`config.mk`:
```
export PLATFORM = sky130hd
export DESIGN_NAME = spi_master
export DESIGN_NICKNAME = d
export VERILOG_FILES = /design/src/rtl/spi_pkg.sv /design/src/rtl/spi_tick_gen.sv /design/src/rtl/spi_master.sv
export SDC_FILE = /design/constraint.sdc
export NUM_CORES = 1
export LEC_CHECK = 0
export ABC_AREA = 1
export CAP_MARGIN = 20
export CORE_MARGIN = 1
export CORE_UTILIZATION = 53
export DETAILED_ROUTE_END_ITERATION = 10
export PLACE_DENSITY = 0.79
export SLEW_MARGIN = 20
export SYNTH_ARGS = -nofsm -noshare
export SYNTH_HDL_FRONTEND = slang
export SYNTH_HIERARCHICAL = 1
export SYNTH_SLANG_ARGS = --single-unit
```
`constraint.sdc`:
```
create_clock -name clk -period 1.9 [get_ports clk]
set_input_delay 0.38 -clock clk [delete_from_list [all_inputs] [get_ports clk]]
set_output_delay 0.38 -clock clk [all_outputs]
set_load 0.03 [all_outputs]
```
`src/rtl/spi_pkg.sv`:
```
// Shared constants and state encoding for the SPI initiator.
// Frame layout: addr[6:0], rw, data[7:0], sent MSB first.
package spi_pkg;

  localparam int unsigned SPI_ADDR_BITS  = 7;
  localparam int unsigned SPI_DATA_BITS  = 8;
  localparam int unsigned SPI_FRAME_BITS = 16;

  localparam logic SPI_RW_WRITE = 1'b1;
  localparam logic SPI_RW_READ  = 1'b0;

  typedef enum logic [2:0] {
    StIdle,
    StSetup,
    StXfer,
    StHold,
    StGap
  } spi_state_e;

endpackage

```
`src/rtl/spi_tick_gen.sv`:
```
// Half-period timebase: counts 0..HALF_PERIOD-1 while enabled and flags the terminal count.
// Clearing restarts the count so the first tick lands exactly HALF_PERIOD cycles later.
module spi_tick_gen #(
  parameter int unsigned HALF_PERIOD = 4
) (
  input  logic clk,
  input  logic rst_n,
  input  logic clear,
  input  logic enable,
  output logic tick
);

  localparam int unsigned CntW = (HALF_PERIOD > 1) ? $clog2(HALF_PERIOD) : 1;
  localparam logic [CntW-1:0] TermCnt = CntW'(HALF_PERIOD - 1);

  logic [CntW-1:0] cnt_q;

  assign tick = enable && (cnt_q == TermCnt);

  always_ff @(posedge clk or negedge rst_n) begin
    if (!rst_n) begin
      cnt_q <= '0;
    end else if (clear) begin
      cnt_q <= '0;
    end else if (enable) begin
      cnt_q <= tick ? '0 : cnt_q + CntW'(1);
    end
  end

endmodule

```
`src/rtl/spi_master.sv`:
```
// SPI initiator for a 7-bit address + R/W header and 8-bit data frame (mode 0, MSB first).
// All pin outputs are registered; done is a single-cycle pulse at the end of the frame.
module spi_master
  import spi_pkg::*;
#(
  parameter int unsigned HALF_PERIOD = 4
) (
  input  logic                     clk,
  input  logic                     rst_n,
  input  logic                     start,
  input  logic [SPI_ADDR_BITS-1:0] addr,
  input  logic                     rw,
  input  logic [SPI_DATA_BITS-1:0] wdata,
  output logic                     busy,
  output logic                     done,
  output logic [SPI_DATA_BITS-1:0] rdata,
  output logic                     sclk,
  output logic                     cs_n,
  output logic                     mosi,
  input  logic                     miso
);

  localparam int unsigned BitCntW = $clog2(SPI_FRAME_BITS);
  localparam logic [BitCntW-1:0] LastBit = BitCntW'(SPI_FRAME_BITS - 1);

  spi_state_e                  state;
  logic [SPI_FRAME_BITS-1:0]   tx_sr;
  logic [SPI_DATA_BITS-1:0]    rx_sr;
  logic [BitCntW-1:0]          bit_cnt;
  logic                        rw_q;
  logic                        accept;
  logic                        tick;
  logic [SPI_FRAME_BITS-1:0]   frame;

  assign accept = (state == StIdle) && start;
  // Reads send zeros in the data phase regardless of wdata.
  assign frame  = {addr, rw, (rw == SPI_RW_WRITE) ? wdata : {SPI_DATA_BITS{1'b0}}};

  spi_tick_gen #(
    .HALF_PERIOD(HALF_PERIOD)
  ) u_tick_gen (
    .clk   (clk),
    .rst_n (rst_n),
    .clear (accept),
    .enable(state != StIdle),
    .tick  (tick)
  );

  always_ff @(posedge clk or negedge rst_n) begin
    if (!rst_n) begin
      state   <= StIdle;
      sclk    <= 1'b0;
      cs_n    <= 1'b1;
      mosi    <= 1'b0;
      busy    <= 1'b0;
      done    <= 1'b0;
      rdata   <= '0;
      tx_sr   <= '0;
      rx_sr   <= '0;
      bit_cnt <= '0;
      rw_q    <= SPI_RW_READ;
    end else begin
      done <= 1'b0;
      unique case (state)
        StIdle: begin
          if (start) begin
            tx_sr   <= frame;
            rw_q    <= rw;
            cs_n    <= 1'b0;
            mosi    <= frame[SPI_FRAME_BITS-1];
            busy    <= 1'b1;
            bit_cnt <= '0;
            state   <= StSetup;
          end
        end
        StSetup: begin
          if (tick) begin
            sclk  <= 1'b1;
            state <= StXfer;
          end
        end
        StXfer: begin
          if (tick) begin
            if (sclk) begin
              // Falling edge: sample at the end of the high phase, then advance mosi.
              sclk    <= 1'b0;
              rx_sr   <= {rx_sr[SPI_DATA_BITS-2:0], miso};
              bit_cnt <= bit_cnt + BitCntW'(1);
              if (bit_cnt == LastBit) begin
                state <= StHold;
              end else begin
                tx_sr <= {tx_sr[SPI_FRAME_BITS-2:0], 1'b0};
                mosi  <= tx_sr[SPI_FRAME_BITS-2];
              end
            end else begin
              sclk <= 1'b1;
            end
          end
        end
        StHold: begin
          if (tick) begin
            cs_n <= 1'b1;
            mosi <= 1'b0;
            done <= 1'b1;
            if (rw_q == SPI_RW_READ) begin
              rdata <= rx_sr;
            end
            state <= StGap;
          end
        end
        StGap: begin
          if (tick) begin
            busy  <= 1'b0;
            state <= StIdle;
          end
        end
        default: state <= StIdle;
      endcase
    end
  end

endmodule
```
* Word-level counts from Yosys, hierarchy flattened
Cells that the tools add are included.
** Cells by class
- Bitwise gates (word level) :: 1
- Add/subtract/negate cells :: 2
- Multiplexer cells :: 37
- Reductions and logical operators :: 20
- Equal/unequal tests :: 14
** Operators with widths (number)
- 2-to-1 mux 15 bit :: 4
- case mux 15 bit (2 select lines) :: 1
- 2-to-1 mux 3 bit :: 7
- case mux 3 bit (5 select lines) :: 1
- AND reduction 3 bit :: 5
- 2-to-1 mux 1 bit :: 12
- 2-to-1 mux 4 bit :: 3
- nonzero test 2 bit :: 5
- 2-to-1 mux 8 bit :: 1
- != test 2 x 1 -> 1 bit, second input constant :: 4
- != test 2 bit, second input constant :: 4
- case mux 4 bit (2 select lines) :: 1
- AND reduction 7 bit :: 1
- == test 3 x 2 -> 1 bit, second input constant :: 2
- 2-to-1 mux 2 bit :: 3
- case mux 1 bit (2 select lines) :: 3
- AND reduction 6 bit :: 1
- nonzero test 3 bit :: 2
- AND reduction 5 bit :: 1
- adder 4 x 1 -> 4 bit, second input constant :: 1
- == test 4 bit, second input constant :: 1
- AND reduction 4 bit :: 1
- == test 3 x 1 -> 1 bit, second input constant :: 1
- == test 3 bit, second input constant :: 1
- other kinds (7) :: 8
** Storage, ports and cells
- Output and inout bits :: 13
- Logic and storage cells :: 86
- Register bits :: 46
- Bits of input ports :: 20

* Depth between registers and ports, before layout
- Word-level depth :: 5
- Mapped depth :: 12
- Mapped depth without buffers :: 11

* Hierarchy
The synthesis kept the hierarchy.
** Modules (own cells, without submodules)
- spi_master :: cells an instance 267, area an instance 2077.0 um^2, times used 1, seq. area each 1102.3 um^2
- spi_tick_gen :: cells an instance 14, area an instance 105.1 um^2, times used 1, seq. area each 50.0 um^2

* Worst setup path before layout
Ideal clock, no wire load.
- Kind :: reg-to-reg
- Start :: register state[1]
- End :: register tx_sr[10]
- Data arrival time :: 1.512 ns
- Setup slack :: 0.272 ns
- Clock period less this slack :: 1.628 ns
- Required time :: 1.784 ns
- Path buffers :: 1
- Library setup time :: 0.116 ns
- Cell stages (with the launch flop) :: 13
- Path through :: dfrtp_1 -> nor2_1 -> nand2_1 -> nand2_1 -> inv_1 -> nand2_1 -> inv_1 -> nor2_1 -> nor2_4 -> nand2_4 -> buf_6 -> nand2_1 -> nand2_1
** Between the ends
- Word-level cells in the longest chain between the ends :: 4
- Elaborated cells on any way between the ends :: 11
- Classes of those cells :: eq/ne: 5; mux: 1; reduce/logical: 5
** Ends and longest elaborated chain
- from (decl) :: line spi_master.sv:26 : spi_state_e state;
- from (signal assigned) :: line spi_master.sv:51 : state <= StIdle;
- from (signal assigned) :: line spi_master.sv:73 : state <= StSetup;
- from (signal assigned) :: line spi_master.sv:79 : state <= StXfer;
- nonzero test 3 bit :: line spi_master.sv:45 : .enable(state != StIdle),
- logical AND 1 bit :: line spi_tick_gen.sv:18 : assign tick = enable && (cnt_q == TermCnt);
- named net tick :: line spi_master.sv:32 : logic tick;
- != test 2 x 1 -> 1 bit (no line)
- AND reduction 5 bit (no line)
- to (signal assigned) :: line spi_master.sv:67 : tx_sr <= frame;
- to (signal assigned) :: line spi_master.sv:92 : tx_sr <= {tx_sr[SPI_FRAME_BITS-2:0], 1'b0};
- to (decl) :: line spi_master.sv:27 : logic [SPI_FRAME_BITS-1:0] tx_sr;
The timed path passes the listed nets, and every way through them passes these cells.
A chain may end at the register's enable or synchronous reset.

* Final worst setup path
- Start :: register state[1]
- End :: register tx_sr[0]
The elaborated chain is that of the path after synthesis.

==> flow_metrics.tcl <==
set metrics [dict create \
    hold_class "in2async" \
    r2r_slack_ns 0.15 \
    reg2reg_depth 11 \
    drt-initial-drc-count 109 \
    ant_nets 0 \
    overflow 0 \
    period_share_pct 91.9 \
    crit_slowest_cell "dfrtp_2" \
    core_area_um2 3800 \
    die-height_um 66.2 \
    worstSetupPathType "reg2reg" \
    fmax_ghz 0.573 \
    initial_core_util_pct 57.4 \
    clock_latency_ns 0.30 \
    dp_hpwl_um 3160 \
    cts_resized 0 \
    r2r_start "state[1]" \
    relSlewSlack_pct 70.3 \
    grt_setup_unrepaired "no" \
    regArea_um2 1150 \
    remaining_drc_errors 0 \
    hold_violations 0 \
    cpMostUsedCell "nand2_1" \
    cts_sinks 46 \
    slowest_delay_ns 0.43 \
    setup_viol 0 \
    cts_setup_buffers 0 \
    first_pass_iters 4 \
    route.vias.total 1795 \
    cp_cell_sequence "nor2_1, nand2_1, nand2_1, inv_1, nand2_1, inv_2, nor2_2, nor2_4, nand2_4, nand2_1, nand2_1" \
    path_max_fanout 15 \
    numCtsBuffers 5 \
    ys.flop_type "dfrtp_1" \
    clockBufferDepth 2 \
    num_antenna_cells 0 \
    grt_pass1_vias 1763 \
    worstPathRequired_ns 2.08 \
    finalWirelength_um 4320 \
    ys_types 26 \
    critical_path_arrival_ns 1.93 \
    multiInputGateArea_um2 898 \
    grt_pass1_wl_um 7690 \
    synth-seq-area-share_pct 52.8 \
    p_total_mw 1.86 \
    die_x_um 66.2 \
    status "completed" \
    final_common_cell "nand2_1" \
    synth_seq_cells 46 \
    tightest_slew_ns 0.446 \
    tns_ns 0 \
    worstReg2RegEnd "tx_sr[0]" \
    avgRoutedWirePerCell_um 11.8 \
    cp_top_family "simple AND/OR/NAND/NOR gates" \
    path_clk_slew_ns 0.10 \
    htreeDepth 2 \
    io_pins 33 \
    mostFrequentLayoutCells "141 x nand2_1, 43 x dfrtp_1, 30 x clkdlybuf4s50_1, 18 x inv_1, 16 x nor2_1" \
    grt_use_total_pct 23.3 \
    drv_cap 0 \
    cts_root_buffer "clkbuf_8" \
    slew_viol_final 0 \
    routed_via_density 4.89 \
    antenna_found_initial 0 \
    period_needed_ns 1.75 \
    cts_hold_buf 0 \
    synth.net_count 303 \
    crit_path_start_kind "flip-flop" \
    grt_max_degree 30 \
    synth-edff-count 0 \
    synth-async-reset-ratio_pct 100 \
    fill_cells 318 \
    synth.avg_cell_area_um2 7.77 \
    io_buffers 32 \
    final_nets 340 \
    syn_to_final_growth_pct 21.7 \
    end_kind "flip-flop" \
    postSynthCellCount 281 \
    cts_tree "built" \
    netlist_area_um2 2180 \
    row_count 22 \
    cp_num_buf_inv 2 \
    dieArea_um2 4380 \
    synth_warnings 6 \
    p_leak_nw 1.42 \
    drive_gt1_share_pct 10.0 \
    clock_skew_ns 0.0136 \
    p_per_area_nw_per_um2 699 \
    routabilityCongestion 0.896 \
    irDropWorstVdd_v 0.000634 \
]
==> cell families (layout without fill, tap and decap cells) <==
family          count (synthesis)  in the layout  synth area share (%)
compound gates                 27             27                  6.36
xor+xnor                        1              1                 0.401
fa+ha+maj                       2              2                  1.15
buf+inv                        29             67                  6.25
flops                          46             46                  52.8
mux                             1              1                 0.516
simple gates                  175            175                  32.5
==> synthesized netlist by cell type, types with 3 or more instances <==
| cell type | instances | area, um^2 |
|---|---|---|
| a21oi_1 | 6 | 30.0 |
| o21ai_0 | 12 | 60.1 |
| inv_2 | 3 | 11.3 |
| inv_1 | 19 | 71.3 |
| dfrtp_1 | 45 | 1130 |
| nand2_1 | 142 | 533 |
| nor2_1 | 17 | 63.8 |
| o21ai_1 | 8 | 40.0 |
| nand3_1 | 7 | 35.0 |
==> registers in the layout, summed over array words and instances (netlist names) <==
| register | cells |
|---|---|
| tx_sr | 15 |
| mosi | 1 |
| rdata | 8 |
| state | 3 |
| sclk | 1 |
| rw_q | 1 |
| cs_n | 1 |
| busy | 1 |
| bit_cnt | 4 |
| done | 1 |
| u_tick_gen/cnt_q | 2 |
| rx_sr | 8 |
==> per-stage QoR <==
step,std cells,cell area (um^2),util (%),setup slack (ns),hold slack [ns]
floorplan,281,2180,-,0.272,0.0844
global placement,359,2550,67.2,0.169,0.342
detailed placement,359,2550,67.2,0.131,0.347
CTS,367,2650,69.7,0.0165,0.0200
global route,367,2660,69.9,0.0203,0.0298
finish,367,2660,69.9,0.154,0.00848
==> final cells by class <==
| class | count | share of cell area [%] |
|---|---|---|
| clock buffer | 5 | 2.59 |
| tap | 48 | 2.26 |
| multi-input combinational | 206 | 33.8 |
| clock inverter | 3 | 0.895 |
| timing repair buffer | 37 | 13.8 |
| inverter | 22 | 3.11 |
| sequential | 46 | 43.5 |
==> report_power, final <==
part | total (mW) | internal [mW] | switching [mW] | leakage, nW
logic | 0.211 | 0.0917 | 0.120 | 0.784
clock network | 0.615 | 0.263 | 0.351 | 0.0408
registers | 1.03 | 1.01 | 0.0181 | 0.591
total | 1.86 | 1.37 | 0.489 | 1.42
==> worst max path at each step <==
stage,startpoint,end,cells past startpoint
final,state[1],tx_sr[0],11
after CTS,cs_n,cs_n,1
after floorplan,state[1],tx_sr[10],12
after detailed placement,state[1],tx_sr[0],11
after global routing,state[1],mosi,11
after global placement,state[1],tx_sr[4],11
==> metal layers <==
| layer | wire length (um) | up-vias | GRT usage (%) |
|---|---|---|---|
| met4 | 84 | 0 | 9.04 |
| met5 | 0 | - | 0 |
| li1 | - | 933 | - |
| met1 | 2010 | 820 | 30.8 |
| met2 | 2110 | 33 | 38.4 |
| met3 | 112 | 9 | 3.62 |
No activity file was read; power rests on OpenSTA's default activity.
